[src/rtl/regs_pkg.sv]
// Shared types and constants for the register file and its write-port driver.
package regs_pkg;

  localparam int unsigned REGS_WIDTH_DFLT      = 8;
  localparam int unsigned REGS_WIDTH_ADDR_DFLT = 4;
  localparam int unsigned REGS_DEPTH           = 1 << REGS_WIDTH_ADDR_DFLT;

  localparam logic [REGS_WIDTH_DFLT-1:0] REGS_ZERO_WORD = '0;

  typedef enum logic [1:0] {
    ST_IDLE  = 2'd0,
    ST_CLEAR = 2'd1,
    ST_LOAD  = 2'd2,
    ST_DONE  = 2'd3
  } regs_state_e;

  function automatic int unsigned regs_depth(input int unsigned aw);
    return 32'(1) << aw;
  endfunction

endpackage

[src/rtl/regs_fill.sv]
// Write-port driver for regs: zero-fills the whole file on a clear, or streams
// valid/ready words into consecutive (wrapping) addresses from a base.
module regs_fill
  import regs_pkg::*;
#(
  parameter int unsigned REGS_WIDTH      = REGS_WIDTH_DFLT,
  parameter int unsigned REGS_WIDTH_ADDR = REGS_WIDTH_ADDR_DFLT
) (
  input  logic                       i_clk,
  input  logic                       i_rst,
  input  logic                       i_clr,
  input  logic                       i_load,
  input  logic [REGS_WIDTH_ADDR-1:0] i_load_base,
  input  logic [REGS_WIDTH_ADDR:0]   i_load_len,
  input  logic                       i_valid,
  input  logic [REGS_WIDTH-1:0]      i_data,
  output logic                       o_ready,
  output logic                       o_wt_en,
  output logic [REGS_WIDTH-1:0]      o_wt_data,
  output logic [REGS_WIDTH_ADDR-1:0] o_wt_addr,
  output logic                       o_busy,
  output logic                       o_done
);

  localparam int unsigned LEN_W = REGS_WIDTH_ADDR + 1;
  localparam logic [LEN_W-1:0] DEPTH_LEN = LEN_W'(regs_depth(REGS_WIDTH_ADDR));
  localparam logic [REGS_WIDTH_ADDR-1:0] LAST_ADDR = '1;

  regs_state_e                r_state;
  logic [REGS_WIDTH_ADDR-1:0] r_addr;
  logic [LEN_W-1:0]           r_remain;
  logic                       r_wt_en;
  logic [REGS_WIDTH-1:0]      r_wt_data;
  logic [REGS_WIDTH_ADDR-1:0] r_wt_addr;
  logic [LEN_W-1:0]           w_len;

  // Lengths beyond the file depth would rewrite entries; cap at one full pass.
  assign w_len = (i_load_len > DEPTH_LEN) ? DEPTH_LEN : i_load_len;

  always_ff @(posedge i_clk) begin
    if (i_rst) begin
      r_state   <= ST_IDLE;
      r_addr    <= '0;
      r_remain  <= '0;
      r_wt_en   <= 1'b0;
      r_wt_data <= '0;
      r_wt_addr <= '0;
    end else begin
      r_wt_en <= 1'b0;
      case (r_state)
        ST_IDLE: begin
          if (i_clr) begin
            r_state <= ST_CLEAR;
            r_addr  <= '0;
          end else if (i_load) begin
            r_addr   <= i_load_base;
            r_remain <= w_len;
            r_state  <= (w_len == '0) ? ST_DONE : ST_LOAD;
          end
        end
        ST_CLEAR: begin
          r_wt_en   <= 1'b1;
          r_wt_data <= '0;
          r_wt_addr <= r_addr;
          r_addr    <= r_addr + REGS_WIDTH_ADDR'(1);
          if (r_addr == LAST_ADDR) begin
            r_state <= ST_DONE;
          end
        end
        ST_LOAD: begin
          if (i_valid) begin
            r_wt_en   <= 1'b1;
            r_wt_data <= i_data;
            r_wt_addr <= r_addr;
            r_addr    <= r_addr + REGS_WIDTH_ADDR'(1);
            r_remain  <= r_remain - LEN_W'(1);
            if (r_remain == LEN_W'(1)) begin
              r_state <= ST_DONE;
            end
          end
        end
        ST_DONE: r_state <= ST_IDLE;
        default: r_state <= ST_IDLE;
      endcase
    end
  end

  assign o_wt_en   = r_wt_en;
  assign o_wt_data = r_wt_data;
  assign o_wt_addr = r_wt_addr;
  assign o_busy    = (r_state != ST_IDLE);
  assign o_ready   = (r_state == ST_LOAD);
  assign o_done    = (r_state == ST_DONE);

endmodule

[config.mk]
export PLATFORM = sky130hd
export DESIGN_NAME = regs_fill
export DESIGN_NICKNAME = d
export VERILOG_FILES = /design/src/rtl/regs_pkg.sv /design/src/rtl/regs_fill.sv
export SDC_FILE = /design/constraint.sdc
export NUM_CORES = 1
export LEC_CHECK = 0
export CAP_MARGIN = 20
export CORE_MARGIN = 3
export CORE_UTILIZATION = 30
export CTS_CLUSTER_SIZE = 24
export DETAILED_ROUTE_END_ITERATION = 8
export SYNTH_ARGS = -nofsm -noshare
export SYNTH_HDL_FRONTEND = slang
export SYNTH_SLANG_ARGS = --single-unit
[constraint.sdc]
create_clock -name i_clk -period 3.3 [get_ports i_clk]
set_input_delay 0.495 -clock i_clk [delete_from_list [all_inputs] [get_ports i_clk]]
set_output_delay 0.495 -clock i_clk [all_outputs]
set_load 0.005 [all_outputs]
# [Yosys cells after proc, flatten, opt, wreduce, memory -nomap -nowiden]
# Index checks and enable logic that the tools add are counted.
[op_classes] add_sub_neg=2 n_lt_le_gt_ge=1 eq_ne=11 muxes=22 n_reduce_logical=10
[ops] op="$mux W5" n=4
[ops] op="$mux W4" n=4
[ops] op="$pmux W8 S2" n=1
[ops] op="$pmux W4 S3" n=1
[ops] op="$mux W2" n=5
[ops] op="$pmux W5 S2" n=1
[ops] op="$mux W8" n=1
[ops] op="$ne A2 B2 Y1 const B" n=4
[ops] op="$pmux W2 S4" n=1
[ops] op="$pmux W4 S2" n=1
[ops] op="$reduce_and A4 Y1" n=2
[ops] op="$reduce_bool A2 Y1" n=3
[ops] op="$eq A5 B1 Y1 const B" n=1
[ops] op="$gt A5 B5 Y1 const B" n=1
[ops] op="$logic_not A5 Y1" n=1
[ops] op="$sub A5 B1 Y5 const B" n=1
[ops] op="$add A4 B1 Y4 const B" n=1
[ops] op="$eq A2 B2 Y1 const B" n=2
[ops] op="$eq A4 B4 Y1 const B" n=1
[ops] op="$ne A3 B3 Y1 const B" n=1
[ops] op="$reduce_and A3 Y1" n=1
[ops] op="$reduce_bool A3 Y1" n=1
[ops] op="$eq A2 B1 Y1 const B" n=1
[ops] op="$logic_not A2 Y1" n=1
[ops] op="4 further kinds" n=5
[word_totals] reg_bits=24 out_inout_bits=16 wordCells=52

# [Longest topological paths before layout]
# Gate-level depths: netlist (run 1).
[logic_depth] ltp_word=7 mapped_depth=7 ltp_nobuf=6

# [Worst setup path before layout (run 1)]
# No wires, ideal clock.
[synth_timing] path_kind="register to register" start="register r_state[0]" end="register r_addr[0]" setup_ns=0.074 t_arrival_ns=1.763 required_time_ns=3.226 path_slack_ns=1.462 path_stages_with_launch=7 n_path_buf=0 period_less_slack_ns=1.838 path_cell_list="dfxtp_1 > inv_1 > ha_1 > and2b_4 > or3_4 > or3_1 > a31oi_1"
[synth_between] elab_chain_len=3 elab_cells_between_ends=8 classes_between="4 x eq/ne; 1 x mux; 3 x reduce/logical"
[synth_rtl] item="start, declared" line="regs_fill.sv:29" text="regs_state_e r_state;"
[synth_rtl] item="start signal, assigned" line="regs_fill.sv:58" text="r_state <= (w_len == '0) ? ST_DONE : ST_LOAD;"
[synth_rtl] item="$eq A2 B2 Y1 (*)"
[synth_rtl] item="via o_ready" line="regs_fill.sv:17" text="output logic o_ready,"
[synth_rtl] item="$ne A2 B2 Y1 (no line) or $reduce_bool A3 Y1 (tied branches)"
[synth_rtl] item="$reduce_and A3 Y1 (no line)"
[synth_rtl] item="end signal, assigned" line="regs_fill.sv:56" text="r_addr <= i_load_base;"
[synth_rtl] item="end signal, assigned" line="regs_fill.sv:65" text="r_addr <= r_addr + REGS_WIDTH_ADDR'(1);"
[synth_rtl] item="end signal, assigned" line="regs_fill.sv:75" text="r_addr <= r_addr + REGS_WIDTH_ADDR'(1);"
[synth_rtl] item="end, declared" line="regs_fill.sv:30" text="logic [REGS_WIDTH_ADDR-1:0] r_addr;"
# The timed path passes the listed nets; every way through them passes the cells marked *.
# A chain may end at the register's enable or synchronous reset.

# [Worst setup path after layout (run 1)]
[layout_timing] start="register r_state[0]" end="output o_ready"
[layout_between] elab_chain_len=1
[layout_rtl] item="$eq A2 B2 Y1" line="regs_fill.sv:92" text="assign o_ready = (r_state == ST_LOAD);"
[layout_rtl] item="end, declared" line="regs_fill.sv:17"
# No other way between the ends.

==> results of run 1 <==
[state kept, by name, indices dropped and copies added (netlist names)]
signal,count
r_state,2
r_addr,4
o_wt_addr,4
o_wt_en,1
o_wt_data,8
r_remain,5
[placed cells by master (no fill, tap or decap), types with 2 or more instances in the layout]
cell type / netlist / routed
ha_1: 7 / 7
clkdlybuf4s50_1: 0 / 37
a311oi_1: 3 / 3
nand2b_1: 5 / 5
nor2_1: 18 / 18
a21oi_1: 10 / 10
nor3b_1: 2 / 2
a22oi_1: 8 / 8
and2_1: 2 / 2
a211oi_1: 4 / 4
a31o_1: 2 / 2
clkbuf_8: 0 / 4
mux2i_1: 5 / 5
nor3_1: 4 / 4
nand3_1: 2 / 2
dfxtp_1: 24 / 24
inv_1: 8 / 8
nand2_1: 5 / 5
[through the flow]
stage	std cells	instance area (sq um)	utilization	hold slack, ps
global placement	216	1640	0.432	479
global route	221	1700	0.448	540
finish	221	1700	0.448	499
floorplan	137	1230	-	479
CTS	220	1700	0.446	506
detailed placement	216	1640	0.432	482
[layer usage]
layer,track usage,wire length (um)
met1,0.163,1420
met2,0.204,1370
met3,0.0273,144
met4,0.0191,7
met5,0,0
[cell usage after synthesis, types with 2 or more instances]
master / number
nor3b_1: 2
nand2_1: 5
a311oi_1: 3
inv_1: 8
mux2i_1: 5
nand3_1: 2
a21oi_1: 10
nand2b_1: 5
and2_1: 2
clkbuf_1: 4
dfxtp_1: 24
nor2_1: 18
ha_1: 7
a211oi_1: 4
a31o_1: 2
a22oi_1: 8
nor3_1: 4
[final timing paths]
path	start	cells past startpoint	slack [ps]	to
setup / recovery	r_state[0]	3	940	o_ready
setup reg to reg	r_state[0]	6	1160	r_addr[0]
hold / removal	o_wt_data[6]	2	500	o_wt_data[6]
hold reg to reg	o_wt_data[6]	2	500	o_wt_data[6]
[worst min-delay path, stage by stage, from the launching register on]
cell and delay (ps):
dfxtp_1 330, a22oi_1 60, nor2_1 70
[kinds of logic (layout without fill, tap and decap cells)]
family / count (synthesis) / after routing / synth area share
adders and majority gates: 7 / 7 / 0.0710
buffers and inverters: 14 / 50 / 0.0436
muxes: 6 / 6 / 0.0497
and+or+nand+nor: 45 / 45 / 0.195
AOI/OAI and AO/OA: 41 / 41 / 0.252
DFF: 24 / 24 / 0.389
[power by group through the flow]
stage | combinational (mW) | sequential [mW] | clock (mW)
final | 0.742 | 0.425 | 0.193
after global routing | 0.834 | 0.438 | 0.215
after CTS | 0.735 | 0.427 | 0.203
after detailed placement | 0.731 | 0.433 | 0
after global placement | 0.715 | 0.429 | 0
after floorplan | 0.531 | 0.416 | 0
[layout make-up]
| type | instances | share of cell area |
|---|---|---|
| sequential | 24 | 0.282 |
| inverter | 8 | 0.0176 |
| multi-input combinational | 99 | 0.411 |
| timing repair buffer | 38 | 0.222 |
| tap | 48 | 0.0353 |
| clock buffer | 4 | 0.0323 |
==> impl_metrics.ini, run 1 <==
[yosys]
yosysWarningCount = 0
avgSynthCellArea_sq_um = 9.00
synth_area_sq_um = 1230
yosysTopAreaCell = dfxtp_1
yosys-top-cells-area = dfxtp_1, ha_1, nor2_1, a22oi_1, a21oi_1
netlist_instances = 137
yosysUniqueCellTypes = 41
yosysSeqAreaShare = 0.389
ys_async_sr_fraction = 0
yosysTopAreaCellShare = 0.389
synth_edf_count = 0
synth_ff_type = dfxtp_1
synth_seq_cells = 24
synth.net_count = 166

[clock_tree]
cts_buffer_depth = 2
worstSkewPairLatency_ps = 260
cts-root-buf = clkbuf_8
cts_resized = 0
postCtsSetupBuffers = 0
cts_sinks = 24
hold_buffers = 0
cts.clk_slew.worst_paths_ps = 80
cts-htree-levels = 1
cts_tree = built
cts_buffers = 3

[critical_path]
worst_path_max_delay_cell = clkdlybuf4s50_1
slowest_delay_ps = 620
crit_arrival_ps = 1870
crit_path_end_kind = output port
startpoint_type = register
cp_num_buf_inv = 2
cp.required_ps = 2800
critPathTopFamily = buffers and inverters
path_max_fanout = 18
criticalPathCategory = register to output port
timing.critical_path.cells = inv_1, ha_1, clkdlybuf4s50_1

[power_and_ir_drop]
p_int_mw = 0.831
power_switching_mw = 0.530
p_per_area_nw_per_um2 = 799
power.share.sequential = 0.313
leakagePower_nw = 0.637
ir_drop_v = 0.000368
comb_power_share = 0.546
swShare = 0.389
power_mw = 1.36
clock_power_share = 0.142

[drt]
dr.pass1.iters = 4
routedWlPerCell_um = 13.3
drt-initial-drc-count = 30
vias = 1127
routed_wl_um = 2940
avgViaCountPerCell = 5.10
drc = 0
ant_nets = 0

[cells_and_area]
layout.nets = 203
n_antenna_cell = 0
area_growth_pct = 38.0
seq_area_sq_um = 480
multiInputGateArea_sq_um = 699
n_fill_cell = 378
drive_gt1_frac = 0.0694

[timing]
skew_ps = 6.98
finalSetupTns_ps = 0
tightest_slew_ps = 892
final_max_slew_viol_count = 0
post-route-min-period_ps = 2360
setup_slack_ps = 936
finalHoldViolations = 0
finalCritPeriodShare = 0.716
finalSetupViolCount = 0
max_clock_freq_mhz = 423
slew_headroom = 0.403
rsz0062_at_grt = no

[run_status]
outcome = finished, final reports clean

[grt]
grt.total_usage = 0.122
grt_max_degree = 26
antenna_found_initial = 0
grt_pass1_wl_um = 5000
grt_pass1_vias = 1076
grt-ovfl-total = 0

[place]
routabilityCongestion = 0.773
place_hpwl_um = 2270
dp_slack_ps = 1060
io_buffers = 37

[floorplan]
core_area_sq_um = 3800
io_pins = 38
rows = 22
die_height_um = 70.1
initial_core_util = 0.325
die_w_um = 70.1
die_area_sq_um = 4920

[hold_path]
hp-class = register to register

[run]
max_cap_viol_count = 0
Note: power is estimated with default switching activity, not from simulation.
==> inputs of run 2 (changes only) <==
==> constraint.sdc (replaced) <==
create_clock -name i_clk -period 2.25 [get_ports i_clk]
set_input_delay 0.3375 -clock i_clk [delete_from_list [all_inputs] [get_ports i_clk]]
set_output_delay 0.3375 -clock i_clk [all_outputs]
set_load 0.005 [all_outputs]
==> run 2 against run 1 <==
Cell count up 0.90%. Non-clock buffer count rose by 2. Routed wire length rose by 0.78%. Global-route usage is 0.17 points higher. Core utilization grew 0.82 points. Sequential cell count unchanged. Clock power grew 96%. Clock skew rose by 0.68 ps. Critical path depth grew 1. Hold slack better by 1.7 ps. Critical path type unchanged. Largest cell class unchanged. Largest power group unchanged. Highest routed layer unchanged.
==> impl_metrics.ini, run 2 (synthesis results as in run 1) <==
[run_status]
outcome = finished, final reports clean

[critical_path]
crit_path_end_kind = output port
slowest_delay_ps = 540
path_max_fanout = 17
startpoint_type = register
timing.critical_path.cells = inv_1, ha_1, buf_4, clkdlybuf4s50_1
worst_path_max_delay_cell = clkdlybuf4s50_1
cp.required_ps = 1910
cp_num_buf_inv = 3
crit_arrival_ps = 1690
criticalPathCategory = register to output port
critPathTopFamily = buffers and inverters

[clock_tree]
cts_tree = built
postCtsSetupBuffers = 0
worstSkewPairLatency_ps = 270
hold_buffers = 0
cts_buffer_depth = 2
cts_sinks = 24
cts-root-buf = clkbuf_8
cts_resized = 0
cts-htree-levels = 1
cts_buffers = 3
cts.clk_slew.worst_paths_ps = 90

[place]
place_area_sq_um = 1660
routabilityCongestion = 0.783
placed_cells = 219
io_buffers = 37
dp_slack_ps = 257
place_hpwl_um = 2280

[cells_and_area]
layout.nets = 205
n_antenna_cell = 0
area_growth_pct = 40.6
largest_reg_flops = 8
layout_commonest_cell = clkdlybuf4s50_1
n_fill_cell = 353
final_cell_area_sq_um = 1730
drive_gt1_frac = 0.0800
final_cells = 223
fin_util = 0.457
layout_common_cells = clkdlybuf4s50_1, dfxtp_1, nor2_1

[run]
max_cap_viol_count = 0

[drt]
drt-initial-drc-count = 13
drc = 0
routed_wl_um = 2960
ant_nets = 0
routedWlPerCell_um = 13.3
dr.pass1.iters = 4
vias = 1135
avgViaCountPerCell = 5.09

[timing]
skew_ps = 7.66
rsz0062_at_grt = no
slew_headroom = 0.591
hold_ws_ps = 501
finalHoldViolations = 0
max_clock_freq_mhz = 492
finalSetupViolCount = 0
finalSetupTns_ps = 0
final_max_slew_viol_count = 0
tightest_slew_ps = 611
setup_slack_ps = 219
post-route-min-period_ps = 2030
finalCritPeriodShare = 0.903

[power_and_ir_drop]
power_mw = 2.10
leakagePower_nw = 0.654
ir_drop_v = 0.000786
p_per_area_nw_per_um2 = 1210

[floorplan]
rows = 22
die_area_sq_um = 4920
initial_core_util = 0.325
die_height_um = 70.1
die_w_um = 70.1
core_area_sq_um = 3800
io_pins = 38

[grt]
antenna_found_initial = 0
grt.total_usage = 0.124
grt_pass1_wl_um = 5000
grt-ovfl-total = 0
grt_max_degree = 18
grt_pass1_vias = 1114

[hold_path]
hp-class = register to register
[run 2: changes by cell type in the layout (fill, tap and decap cells not counted)]
| cell | previous run | this run |
|---|---|---|
| buf_4 | 1 | 3 |
| clkbuf_8 | 4 | 3 |
| bufinv_16 | 0 | 1 |
[run 2: final cells by class]
type                    instances  area (sq um)  share of cell area
clock inverters                 1          30.0              0.0173
multi-input cells              99           699               0.403
well taps                      48          60.1              0.0346
flip-flops and latches         24           480               0.277
repair buffers                 40           393               0.227
clock buffers                   3          41.3              0.0238
inverters                       8          30.0              0.0173
[run 2: power by group]
group	leakage (nW)	switching [mW]	total [mW]	internal, mW
sequential	0.196	0.0926	0.622	0.529
clock	0.0357	0.140	0.378	0.238
combinational	0.423	0.554	1.10	0.543
total	0.654	0.786	2.10	1.31
[run 2: final timing paths]
path	endpoint	startpoint	cells after the start	slack, ps
setup / recovery	o_ready	r_state[0]	4	220
hold / removal	o_wt_data[0]	o_wt_data[0]	2	500
setup reg to reg	r_addr[0]	r_state[0]	6	390
hold reg to reg	o_wt_data[0]	o_wt_data[0]	2	500
[run 2: routing by layer]
layer	GRT usage	up-vias	part of all wire
li1	-	576	-
met1	0.141	520	0.46
met2	0.224	34	0.47
met3	0.0403	5	0.062
met4	0.0255	0	0.011
met5	0	-	0
[run 2: worst register-to-register path: cells and delay by family (launching register included)]
| family | cells | cell delay [ps] |
|---|---|---|
| simple gates | 3 | 890 |
| flops | 1 | 400 |
| fa+ha+maj | 1 | 260 |
| compound gates | 1 | 150 |
| buf+inv | 1 | 80 |
